--- src/rtl/display_controller_pkg.sv ---
// Shared types and helpers for the display controller scanout path.
package display_controller_pkg;

    // Width of the data mover address/length bus.
    localparam int unsigned DcAddrWidth = 64;

    typedef enum logic [1:0] {
        StIdle,
        StIssue,
        StWaitCredit
    } scanout_state_e;

    typedef struct packed {
        logic [DcAddrWidth-1:0] src;
        logic [DcAddrWidth-1:0] dst;
        logic [DcAddrWidth-1:0] len;
    } scanout_cmd_t;

    // Clear the low block_size bits so the value is a whole number of blocks.
    function automatic logic [DcAddrWidth-1:0] block_align(
        input logic [DcAddrWidth-1:0] addr,
        input int unsigned            block_size
    );
        logic [DcAddrWidth-1:0] mask;
        mask = ~((DcAddrWidth'(1) << block_size) - DcAddrWidth'(1));
        return addr & mask;
    endfunction

endpackage

--- src/rtl/display_controller_credit_counter.sv ---
// Saturating up/down credit counter for line-buffer slots.
// Starts full (NumSlots); inc and dec in the same cycle cancel out.
module display_controller_credit_counter #(
    parameter int unsigned NumSlots = 2
) (
    input  logic                           clk_i,
    input  logic                           rst_ni,
    input  logic                           inc,
    input  logic                           dec,
    output logic [$clog2(NumSlots+1)-1:0]  credit,
    output logic [$clog2(NumSlots+1)-1:0]  credit_next
);

    localparam int unsigned CntWidth = $clog2(NumSlots + 1);
    localparam logic [CntWidth-1:0] Full = CntWidth'(NumSlots);

    logic [CntWidth-1:0] credit_q, credit_d;

    // Next credit: saturate at Full, never go below zero.
    always_comb begin
        credit_d = credit_q;
        if (inc && !dec && (credit_q != Full)) begin
            credit_d = credit_q + CntWidth'(1);
        end else if (dec && !inc && (credit_q != '0)) begin
            credit_d = credit_q - CntWidth'(1);
        end
    end

    // Credit register, full out of reset.
    always_ff @(posedge clk_i or negedge rst_ni) begin
        if (!rst_ni) begin
            credit_q <= Full;
        end else begin
            credit_q <= credit_d;
        end
    end

    assign credit      = credit_q;
    assign credit_next = credit_d;

endmodule

--- src/rtl/display_controller_scanout_seq.sv ---
// Frame scanout sequencer: one block-aligned copy command per framebuffer line,
// flow-controlled by line-buffer slot credits.
// Optional build macro DISPLAY_CONTROLLER_SCANOUT_SHADOW_EN latches the frame
// configuration at frame start; without it stride, line bytes, line count and
// dst base are used live.
module display_controller_scanout_seq
    import display_controller_pkg::*;
#(
    parameter int unsigned AddrWidth = DcAddrWidth,
    parameter int unsigned BlockSize = 6,
    parameter int unsigned LineWidth = 12,
    parameter int unsigned NumSlots  = 2,
    parameter int unsigned SlotBytes = 4096
) (
    input  logic                 clk_i,
    input  logic                 rst_ni,
    input  logic                 cfg_enable_i,
    input  logic [AddrWidth-1:0] cfg_base_i,
    input  logic [AddrWidth-1:0] cfg_stride_i,
    input  logic [AddrWidth-1:0] cfg_line_bytes_i,
    input  logic [LineWidth-1:0] cfg_lines_i,
    input  logic [AddrWidth-1:0] dst_base_i,
    input  logic                 frame_start_i,
    input  logic                 line_done_i,
    output logic                 valid_o,
    input  logic                 ready_i,
    output logic [AddrWidth-1:0] src_o,
    output logic [AddrWidth-1:0] dst_o,
    output logic [AddrWidth-1:0] len_o,
    output logic                 busy_o,
    output logic                 frame_done_o,
    output logic                 underrun_o
);

    localparam int unsigned CreditWidth  = $clog2(NumSlots + 1);
    localparam int unsigned SlotWidth    = (NumSlots > 1) ? $clog2(NumSlots) : 1;
    localparam int unsigned LineCntWidth = LineWidth + 1;

    scanout_state_e         state_q, state_d;
    scanout_cmd_t           cmd_q, cmd_d;
    logic                   valid_q, valid_d;
    logic [AddrWidth-1:0]   src_q, src_d;
    logic [SlotWidth-1:0]   slot_q, slot_d;
    logic [LineWidth-1:0]   line_q, line_d;
    logic                   busy_q;
    logic                   done_q, done_d;
    logic                   underrun_q, underrun_d;

    logic                   handshake;
    logic                   frame_accept;
    logic                   last_line;
    logic [CreditWidth-1:0] credit;
    logic [CreditWidth-1:0] credit_next;

    logic [AddrWidth-1:0]   act_stride;
    logic [AddrWidth-1:0]   act_line_bytes;
    logic [AddrWidth-1:0]   act_dst_base;
    logic [LineWidth-1:0]   act_lines;

    // Lines too short to hold one block count as an empty frame.
    function automatic logic [LineWidth-1:0] eff_lines(
        input logic [LineWidth-1:0] lines,
        input logic [AddrWidth-1:0] line_bytes
    );
        return ((line_bytes >> BlockSize) == '0) ? '0 : lines;
    endfunction

    function automatic scanout_cmd_t make_cmd(
        input logic [AddrWidth-1:0] src,
        input logic [SlotWidth-1:0] slot,
        input logic [AddrWidth-1:0] dst_base,
        input logic [AddrWidth-1:0] line_bytes
    );
        scanout_cmd_t cmd;
        logic [AddrWidth-1:0] dst;
        dst      = dst_base + AddrWidth'(slot) * AddrWidth'(SlotBytes);
        cmd.src  = block_align(DcAddrWidth'(src), BlockSize);
        cmd.dst  = block_align(DcAddrWidth'(dst), BlockSize);
        cmd.len  = block_align(DcAddrWidth'(line_bytes), BlockSize);
        return cmd;
    endfunction

    // valid_q is high exactly while in StIssue.
    assign handshake    = valid_q && ready_i;
    assign frame_accept = (state_q == StIdle) && frame_start_i && cfg_enable_i;
    assign last_line    = (LineCntWidth'(line_q) + LineCntWidth'(1))
                          >= LineCntWidth'(eff_lines(act_lines, act_line_bytes));

    display_controller_credit_counter #(
        .NumSlots (NumSlots)
    ) u_credit (
        .clk_i       (clk_i),
        .rst_ni      (rst_ni),
        .inc         (line_done_i),
        .dec         (handshake),
        .credit      (credit),
        .credit_next (credit_next)
    );

`ifdef DISPLAY_CONTROLLER_SCANOUT_SHADOW_EN
    logic [AddrWidth-1:0] stride_q, line_bytes_q, dst_base_q;
    logic [LineWidth-1:0] lines_q;

    // Freeze the frame configuration when a frame is accepted.
    always_ff @(posedge clk_i or negedge rst_ni) begin
        if (!rst_ni) begin
            stride_q     <= '0;
            line_bytes_q <= '0;
            dst_base_q   <= '0;
            lines_q      <= '0;
        end else if (frame_accept) begin
            stride_q     <= cfg_stride_i;
            line_bytes_q <= cfg_line_bytes_i;
            dst_base_q   <= dst_base_i;
            lines_q      <= cfg_lines_i;
        end
    end

    assign act_stride     = stride_q;
    assign act_line_bytes = line_bytes_q;
    assign act_dst_base   = dst_base_q;
    assign act_lines      = lines_q;
`else
    assign act_stride     = cfg_stride_i;
    assign act_line_bytes = cfg_line_bytes_i;
    assign act_dst_base   = dst_base_i;
    assign act_lines      = cfg_lines_i;
`endif

    // Sequencer next state; the next command is formed one cycle ahead so
    // the payload leaves straight from registers.
    always_comb begin
        state_d    = state_q;
        valid_d    = valid_q;
        cmd_d      = cmd_q;
        src_d      = src_q;
        slot_d     = slot_q;
        line_d     = line_q;
        done_d     = 1'b0;
        underrun_d = frame_start_i && (state_q != StIdle);

        unique case (state_q)
            StIdle: begin
                if (frame_accept) begin
                    src_d  = cfg_base_i;
                    line_d = '0;
                    if (eff_lines(cfg_lines_i, cfg_line_bytes_i) == '0) begin
                        done_d = 1'b1;
                    end else begin
                        cmd_d = make_cmd(cfg_base_i, slot_q, dst_base_i, cfg_line_bytes_i);
                        if (credit_next != '0) begin
                            state_d = StIssue;
                            valid_d = 1'b1;
                        end else begin
                            state_d = StWaitCredit;
                        end
                    end
                end
            end
            StIssue: begin
                if (handshake) begin
                    src_d  = src_q + act_stride;
                    slot_d = (slot_q == SlotWidth'(NumSlots - 1)) ? '0 : slot_q + SlotWidth'(1);
                    line_d = line_q + LineWidth'(1);
                    if (last_line) begin
                        state_d = StIdle;
                        valid_d = 1'b0;
                        done_d  = 1'b1;
                    end else if (credit_next != '0) begin
                        cmd_d = make_cmd(src_d, slot_d, act_dst_base, act_line_bytes);
                    end else begin
                        state_d = StWaitCredit;
                        valid_d = 1'b0;
                    end
                end
            end
            StWaitCredit: begin
                if (credit_next != '0) begin
                    state_d = StIssue;
                    valid_d = 1'b1;
                    cmd_d   = make_cmd(src_q, slot_q, act_dst_base, act_line_bytes);
                end
            end
            default: begin
                state_d = StIdle;
                valid_d = 1'b0;
            end
        endcase
    end

    // Sequencer and output registers.
    always_ff @(posedge clk_i or negedge rst_ni) begin
        if (!rst_ni) begin
            state_q    <= StIdle;
            valid_q    <= 1'b0;
            cmd_q      <= '0;
            src_q      <= '0;
            slot_q     <= '0;
            line_q     <= '0;
            busy_q     <= 1'b0;
            done_q     <= 1'b0;
            underrun_q <= 1'b0;
        end else begin
            state_q    <= state_d;
            valid_q    <= valid_d;
            cmd_q      <= cmd_d;
            src_q      <= src_d;
            slot_q     <= slot_d;
            line_q     <= line_d;
            busy_q     <= (state_d != StIdle);
            done_q     <= done_d;
            underrun_q <= underrun_d;
        end
    end

    assign valid_o      = valid_q;
    assign src_o        = AddrWidth'(cmd_q.src);
    assign dst_o        = AddrWidth'(cmd_q.dst);
    assign len_o        = AddrWidth'(cmd_q.len);
    assign busy_o       = busy_q;
    assign frame_done_o = done_q;
    assign underrun_o   = underrun_q;

endmodule
--- config.mk ---
export PLATFORM = sky130hd
export DESIGN_NAME = display_controller_scanout_seq
export DESIGN_NICKNAME = d
export VERILOG_FILES = /design/src/rtl/display_controller_pkg.sv /design/src/rtl/display_controller_credit_counter.sv /design/src/rtl/display_controller_scanout_seq.sv
export SDC_FILE = /design/constraint.sdc
export NUM_CORES = 1
export LEC_CHECK = 0
export CORE_AREA = 2 2 184 186
export CTS_CLUSTER_SIZE = 12
export DETAILED_ROUTE_END_ITERATION = 10
export DIE_AREA = 0 0 186 188
export DONT_BUFFER_PORTS = 1
export GPL_TIMING_DRIVEN = 0
export HOLD_SLACK_MARGIN = 0.03
export PLACE_DENSITY = 0.73
export SYNTH_ARGS = -nofsm -noshare
export SYNTH_HDL_FRONTEND = slang
export SYNTH_HIERARCHICAL = 1
export SYNTH_SLANG_ARGS = --single-unit
--- constraint.sdc ---
create_clock -name clk_i -period 3.69 [get_ports clk_i]
set_clock_uncertainty 0.15 [all_clocks]
set_input_delay 0.9225 -clock clk_i [delete_from_list [all_inputs] [get_ports clk_i]]
set_output_delay 0.9225 -clock clk_i [all_outputs]
set_load 0.01 [all_outputs]
==> results of run 1 <==
-- how the worst min path moves through the flow --
stage / from / endpoint / slack, ns / depth (start not counted)
floorplan: src_q[0] / src_q[0] / 0.30 / 2
global placement: src_q[0] / src_q[0] / 0.32 / 2
detailed placement: src_q[0] / src_q[0] / 0.34 / 2
CTS: rst_ni / src_o[35] / -0.14 / 0
global route: rst_ni / src_o[47] / -0.14 / 0
finish: rst_ni / src_o[47] / -0.13 / 0
-- registers in the layout, summed over array words and instances, names as in the netlist, 2 cells and up --
signal           count
src_q               64
dst_o               58
len_o               58
src_o               58
line_q              12
state_q              2
u_credit/credit      2
-- power by group --
part	switching [W]	internal, W
Clock	0.00127	0.00173
Combinational	0.00838	0.00519
Sequential	0.00183	0.00425
-- layer usage --
metal  global-route usage (%)  share of wire, %  vias to the layer above  wire length (µm)
li1                         -                 -                     8501                 -
met1                     48.9                36                     9115             27300
met2                     66.0                45                     1163             33900
met3                     13.1                12                      322              8990
met4                     28.9               7.7                        2              5860
met5                        0             0.017                        -                13
-- layout by cell type (no fill, tap or decap), drive strengths merged, types with 25 or more instances in the layout --
cell type | synthesis | layout
nand2 | 533 | 533
clkbuf | 104 | 146
ha | 86 | 86
a21oi | 183 | 183
xor2 | 25 | 25
nor3 | 35 | 35
o21ai | 276 | 276
dfrtp | 258 | 258
a31oi | 39 | 39
nand4 | 45 | 45
nand3 | 77 | 77
xnor2 | 37 | 37
buf | 56 | 87
nor2 | 159 | 159
nor4 | 25 | 25
inv | 34 | 36
a21o | 73 | 73
-- area by class of cell --
type | count | area [µm²]
timing repair buffer | 34 | 549
fill | 2804 | 11600
sequential | 259 | 6480
buffer | 156 | 1120
inverter | 34 | 128
clock inverter | 8 | 114
tap | 448 | 561
multi-input combinational | 1907 | 11700
antenna | 4 | 10.0
clock buffer | 44 | 852
-- Yosys cell counts, types with 5 or more instances --
master	instances	area share (%)
o22ai_1	16	0.55
mux2i_1	22	1.2
a311oi_1	7	0.34
o31ai_1	8	0.33
xnor2_1	37	1.8
a22oi_1	22	0.91
xor2_1	25	1.2
and2_1	6	0.21
a21oi_1	182	5.0
a211oi_1	17	0.71
a22o_1	6	0.29
o21ai_0	264	7.3
ha_1	86	6.0
nor3_1	35	0.97
and4_1	9	0.44
o211ai_1	8	0.33
nor3b_1	7	0.29
o21ai_1	11	0.30
o21a_1	5	0.21
a31oi_1	39	1.4
buf_2	19	0.53
or3_1	18	0.62
buf_1	11	0.23
a41oi_1	10	0.48
nand2b_1	16	0.55
nand3_1	77	2.1
nor4_1	24	0.83
nor2b_1	15	0.52
and3_1	22	0.76
inv_1	34	0.71
mux2_2	6	0.37
clkbuf_1	102	2.1
dfrtp_1	258	36
o21bai_1	11	0.46
buf_4	26	1.1
a21o_1	73	3.0
nand4_1	45	1.6
nand2_1	532	11
nor2_1	158	3.3
-- cell families after synthesis --
logic type | after synthesis
flip-flops | 259
AND/OR/NAND/NOR | 984
AO/OA/AOI/OAI | 728
buffers and inverters | 194
XOR/XNOR | 62
other | 1
multiplexers | 28
adder cells (fa/ha/maj) | 87
-- per-stage QoR --
step | instances | instance area (µm²) | worst slack (ns) | power (W) | setup TNS [ns]
5_1_grt | 2892 | 21500 | -0.766 | 0.0238 | -119.87
2_1_floorplan | 2360 | 18300 | -0.897 | 0.0132 | -147.44
4_1_cts | 2887 | 21000 | -0.567 | 0.0216 | -90.27
3_3_place_gp | 2808 | 18800 | -1.87 | 0.0167 | -319.87
6_report | 2894 | 21500 | -0.738 | 0.0227 | -114.54
3_5_place_dp | 2808 | 18800 | -1.97 | 0.0169 | -328.78
-- timing repair --
action	CTS	global route
setup buffers	16	7
gates cloned	12	1
gates resized for setup	175	134
pin swaps	34	35
endpoints found under the setup margin	205	235
hold endpoints to repair	258	258
==> qor.yml, run 1 <==
outcome: "finished with violations"
violations: "hold timing, setup timing"
setup_viol: 178
slew_headroom_pct: 32.3
rrSetupSlack_ns: -0.52
drt_iter0_markers: 1898
yosys.area_share.adder_pct: 6.07
async_flop_share_pct: 100
r2r_start: "line_q[0]"
netlist_instances: 2343
cp_slowest_cell: "or4_4"
fin_crit_sh_pct: 120
cts-root-buf: "clkbuf_16"
ys_seq_elements: 259
power.density_mw_per_mm2: 1050
required_ns: 3.99
utilization_pct: 64.9
clk_path_buf_depth: 3
grt_antenna_before_repair: 4
synth_simple_gate_area_share_pct: 24.1
r2r.worst_path.cells: 17
routedWlPerCell_um: 26.3
io_pins: 470
drc: 0
synth_edf_count: 0
ys_warn_count: 6
tightest_slew_ns: 1.02
hold_viol_final: 258
synth_top_family_by_area: "compound AO/OA/AOI/OAI gates"
slew_viol_final: 0
fp.dieH_um: 188
fp.dieArea_mm2: 0.0350
critPathBufInv: 5
ant_nets: 0
synth.distinct_cells: 85
place.gp.congestion: 1.00
start_kind: "input pin"
fp.coreArea_mm2: 0.0331
critPathArrivalTime_ns: 4.73
clk_latency_ns: 0.61
maxCapViolations: 0
clock_sinks: 259
ir_worst_vdd_v: 0.000587
grt_max_degree: 260
startpoint: "cfg_line_bytes_i[20]"
yosysSeqAreaShare_pct: 35.9
cp.depth: 18
dp_hpwl_um: 56400
rsz0062_at_grt: "true"
h-tree-depth: 1
cts-buffers-inserted: 29
slowest_delay_ns: 0.57
crit_top_cell: "buf_12"
cts_tree: "done"
syn_avg_cell_area_um2: 7.71
drive_gt1_share_pct: 12.9
syn-cell-area_mm2: 0.0181
io_buffer_count: 0
area_growth_pct: 18.9
first_pass_iters: 6
wl_um: 76000
cp-end-kind: "flip-flop"
path_cells: "nor4_4, nand4_1, or4_4, buf_8, nand2_1, ha_1, a21o_1, a21oi_1, o211ai_1, a211o_1, or3b_4, a21o_4, buf_12, buf_12, buf_12, buf_12, nand2_1, o21ai_0"
path_max_fanout: 10
ys.flop_type: "dfrtp_1"
rows: 67
fin_hold_ws_ns: -0.131
start_util_pct: 54.5
vias_per_cell: 6.60
max_freq_mhz: 226
worst_slack_ns: -0.738
setup.worst_path.end: "dst_o[62]"
vias: 19100
synthMuxAreaShare_pct: 1.59
synth_xor_area_share_pct: 3.01
grt_pass1_wl_um: 111000
r2r_end: "dst_o[62]"
clkTransAtPathRegs_ns: 0.06
nets: 2782
fin_crit_ns: 4.43
die_w_um: 186
grt_pass1_vias: 18600
p_leak_nw: 9.34
crit_family: "simple AND/OR/NAND/NOR gates"
criticalPathCategory: "input pin to flip-flop"
hold_path_class: "input pin to asynchronous set/reset pin"
grtUsageTotal_pct: 42.1
overflow: 0
synth_compound_area_share_pct: 24.6
Power figures use the tool's default switching activity.
==> run 2, diff against run 1 <==
--- a/config.mk
+++ b/config.mk
@@ -5,14 +5,18 @@
 export SDC_FILE = /design/constraint.sdc
 export NUM_CORES = 1
 export LEC_CHECK = 0
-export CORE_AREA = 2 2 184 186
+export CELL_PAD_IN_SITES_DETAIL_PLACEMENT = 0
+export CELL_PAD_IN_SITES_GLOBAL_PLACEMENT = 1
+export CORE_ASPECT_RATIO = 1.5
+export CORE_MARGIN = 1.5
+export CORE_UTILIZATION = 43
+export CTS_BUF_LIST = sky130_fd_sc_hd__clkbuf_4
 export CTS_CLUSTER_SIZE = 12
 export DETAILED_ROUTE_END_ITERATION = 10
-export DIE_AREA = 0 0 186 188
 export DONT_BUFFER_PORTS = 1
 export GPL_TIMING_DRIVEN = 0
 export HOLD_SLACK_MARGIN = 0.03
-export PLACE_DENSITY = 0.73
+export PLACE_DENSITY = 0.82
 export SYNTH_ARGS = -nofsm -noshare
 export SYNTH_HDL_FRONTEND = slang
 export SYNTH_HIERARCHICAL = 1
==> qor.yml, run 2 (same netlist as run 1, synthesis figures left out) <==
outcome: "finished with violations"
violations: "hold timing, setup timing"
die_w_um: 170
grt_max_degree: 260
power_w: 0.0229
fin_cells: 3089
fp.dieH_um: 254
cp-end-kind: "flip-flop"
max_freq_mhz: 235
maxCapViolations: 0
rrSetupSlack_ns: -0.42
hold_path_class: "input pin to asynchronous set/reset pin"
routedWlPerCell_um: 26.2
p_leak_nw: 9.53
wl_um: 81100
regMostFlops: "src_q"
worst_slack_ns: -0.565
overflow: 0
area_growth_pct: 21.6
fillers: 4010
crit_top_cell: "buf_12"
grtUsageTotal_pct: 36.1
grt_pass1_wl_um: 116000
vias: 19200
gr-usage-met3_pct: 10.1
setup_viol: 174
crit_family: "simple AND/OR/NAND/NOR gates"
place.gp.congestion: 0.988
rows: 91
cts-buffers-inserted: 69
r2r.worst_path.cells: 19
postCtsHoldBufs: 7
nets: 2838
rsz0062_at_grt: "true"
fp.coreArea_mm2: 0.0413
hold_viol_final: 258
grt_antenna_before_repair: 6
io_buffer_count: 0
r2r_end: "src_o[20]"
tightest_slew_ns: 0.976
fin_crit_sh_pct: 115
clk_latency_ns: 0.79
slew_headroom_pct: 34.9
clkTransAtPathRegs_ns: 0.06
fin_area_mm2: 0.0220
fp.dieArea_mm2: 0.0433
fin_crit_ns: 4.26
h-tree-depth: 3
drt_iter0_markers: 1569
vias_per_cell: 6.23
drive_gt1_share_pct: 16.8
grt.busiest_layer: "met2"
drc: 0
first_pass_iters: 8
cp_slowest_cell: "or4_4"
layout_commonest_cell: "nand2_1"
slowest_delay_ns: 0.60
ir_worst_vdd_v: 0.000462
placed_cell_area_mm2: 0.0190
slew_viol_final: 0
ant_nets: 0
critPathArrivalTime_ns: 4.75
place_ws_ns: -2.20
required_ns: 4.19
met2_usage_pct: 65.9
r2r_start: "line_q[0]"
start_util_pct: 43.7
grt_pass1_vias: 19100
clock_sinks: 259
io_pins: 470
criticalPathCategory: "input pin to flip-flop"
power.density_mw_per_mm2: 1040
dp_hpwl_um: 60200
path_cells: "nor4_4, nand4_1, or4_4, and2_4, ha_4, nand2b_4, a21o_1, a21oi_1, o21ai_1, a211o_1, or3b_4, a21o_4, buf_12, buf_12, buf_12, buf_12, buf_8, nand2_2, nand2_1"
largest_register_ffs: 64
cts_tree: "done"
final_cell_mix: "nand2_1 (463), dfrtp_1 (257), o21ai_0 (203), a21oi_1 (175), nor2_1 (157)"
critPathBufInv: 5
fin_hold_ws_ns: -0.317
clk_path_buf_depth: 3
placed_cells: 2918
path_max_fanout: 6
gr-usage-met1_pct: 36.4
cts-root-buf: "clkbuf_4"
start_kind: "input pin"
run 2: worst max path at each step:
stage	start	end	depth (start not counted)
final	cfg_line_bytes_i[44]	src_o[20]	19
after global placement	cfg_line_bytes_i[12]	src_o[23]	17
after CTS	cfg_line_bytes_i[19]	len_o[7]	18
after floorplan	cfg_line_bytes_i[20]	src_o[57]	18
after global routing	cfg_line_bytes_i[44]	dst_o[19]	18
after detailed placement	cfg_line_bytes_i[12]	src_o[23]	17
run 2: repair_timing:
item | 4_1_cts | 5_1_grt
gates resized for setup | 150 | 252
endpoints found under the setup margin | 228 | 216
pin swaps | 23 | 47
setup buffers | 20 | 14
cloned | 7 | 9
hold endpoints to repair | 266 | 259
run 2: routing by layer:
| metal | wire, µm | vias up |
|---|---|---|
| li1 | - | 8652 |
| met1 | 27600 | 9284 |
| met2 | 40900 | 1000 |
| met3 | 7220 | 299 |
| met4 | 5250 | 0 |
| met5 | 0 | - |
run 2: layout make-up:
cell class / instances / area [µm²] / area share [%]
inverters: 34 / 128 / 0.581
multi-input cells: 1907 / 11800 / 53.9
clock buffers: 88 / 661 / 3.01
plain buffers: 149 / 1050 / 4.79
well taps: 558 / 698 / 3.18
clock inverters: 30 / 203 / 0.923
flip-flops and latches: 259 / 6480 / 29.5
repair buffers: 57 / 880 / 4.01
diodes: 7 / 17.5 / 0.0798
run 2: stage by stage:
step	hold WS [ns]	utilization (%)	setup TNS, ns
2_1_floorplan	0.304	-	-147.44
3_3_place_gp	0.319	45.9	-355.93
3_5_place_dp	0.333	45.9	-351.20
4_1_cts	-0.385	50.6	-59.59
5_1_grt	-0.379	53.1	-92.74
6_report	-0.317	53.1	-81.70
run 2: report_power, final:
part / switching [W] / internal, W / total (W)
combinational: 0.00868 / 0.00558 / 0.0143
clock: 0.00137 / 0.00128 / 0.00265
sequential: 0.00178 / 0.00425 / 0.00602
total: 0.0118 / 0.0111 / 0.0229
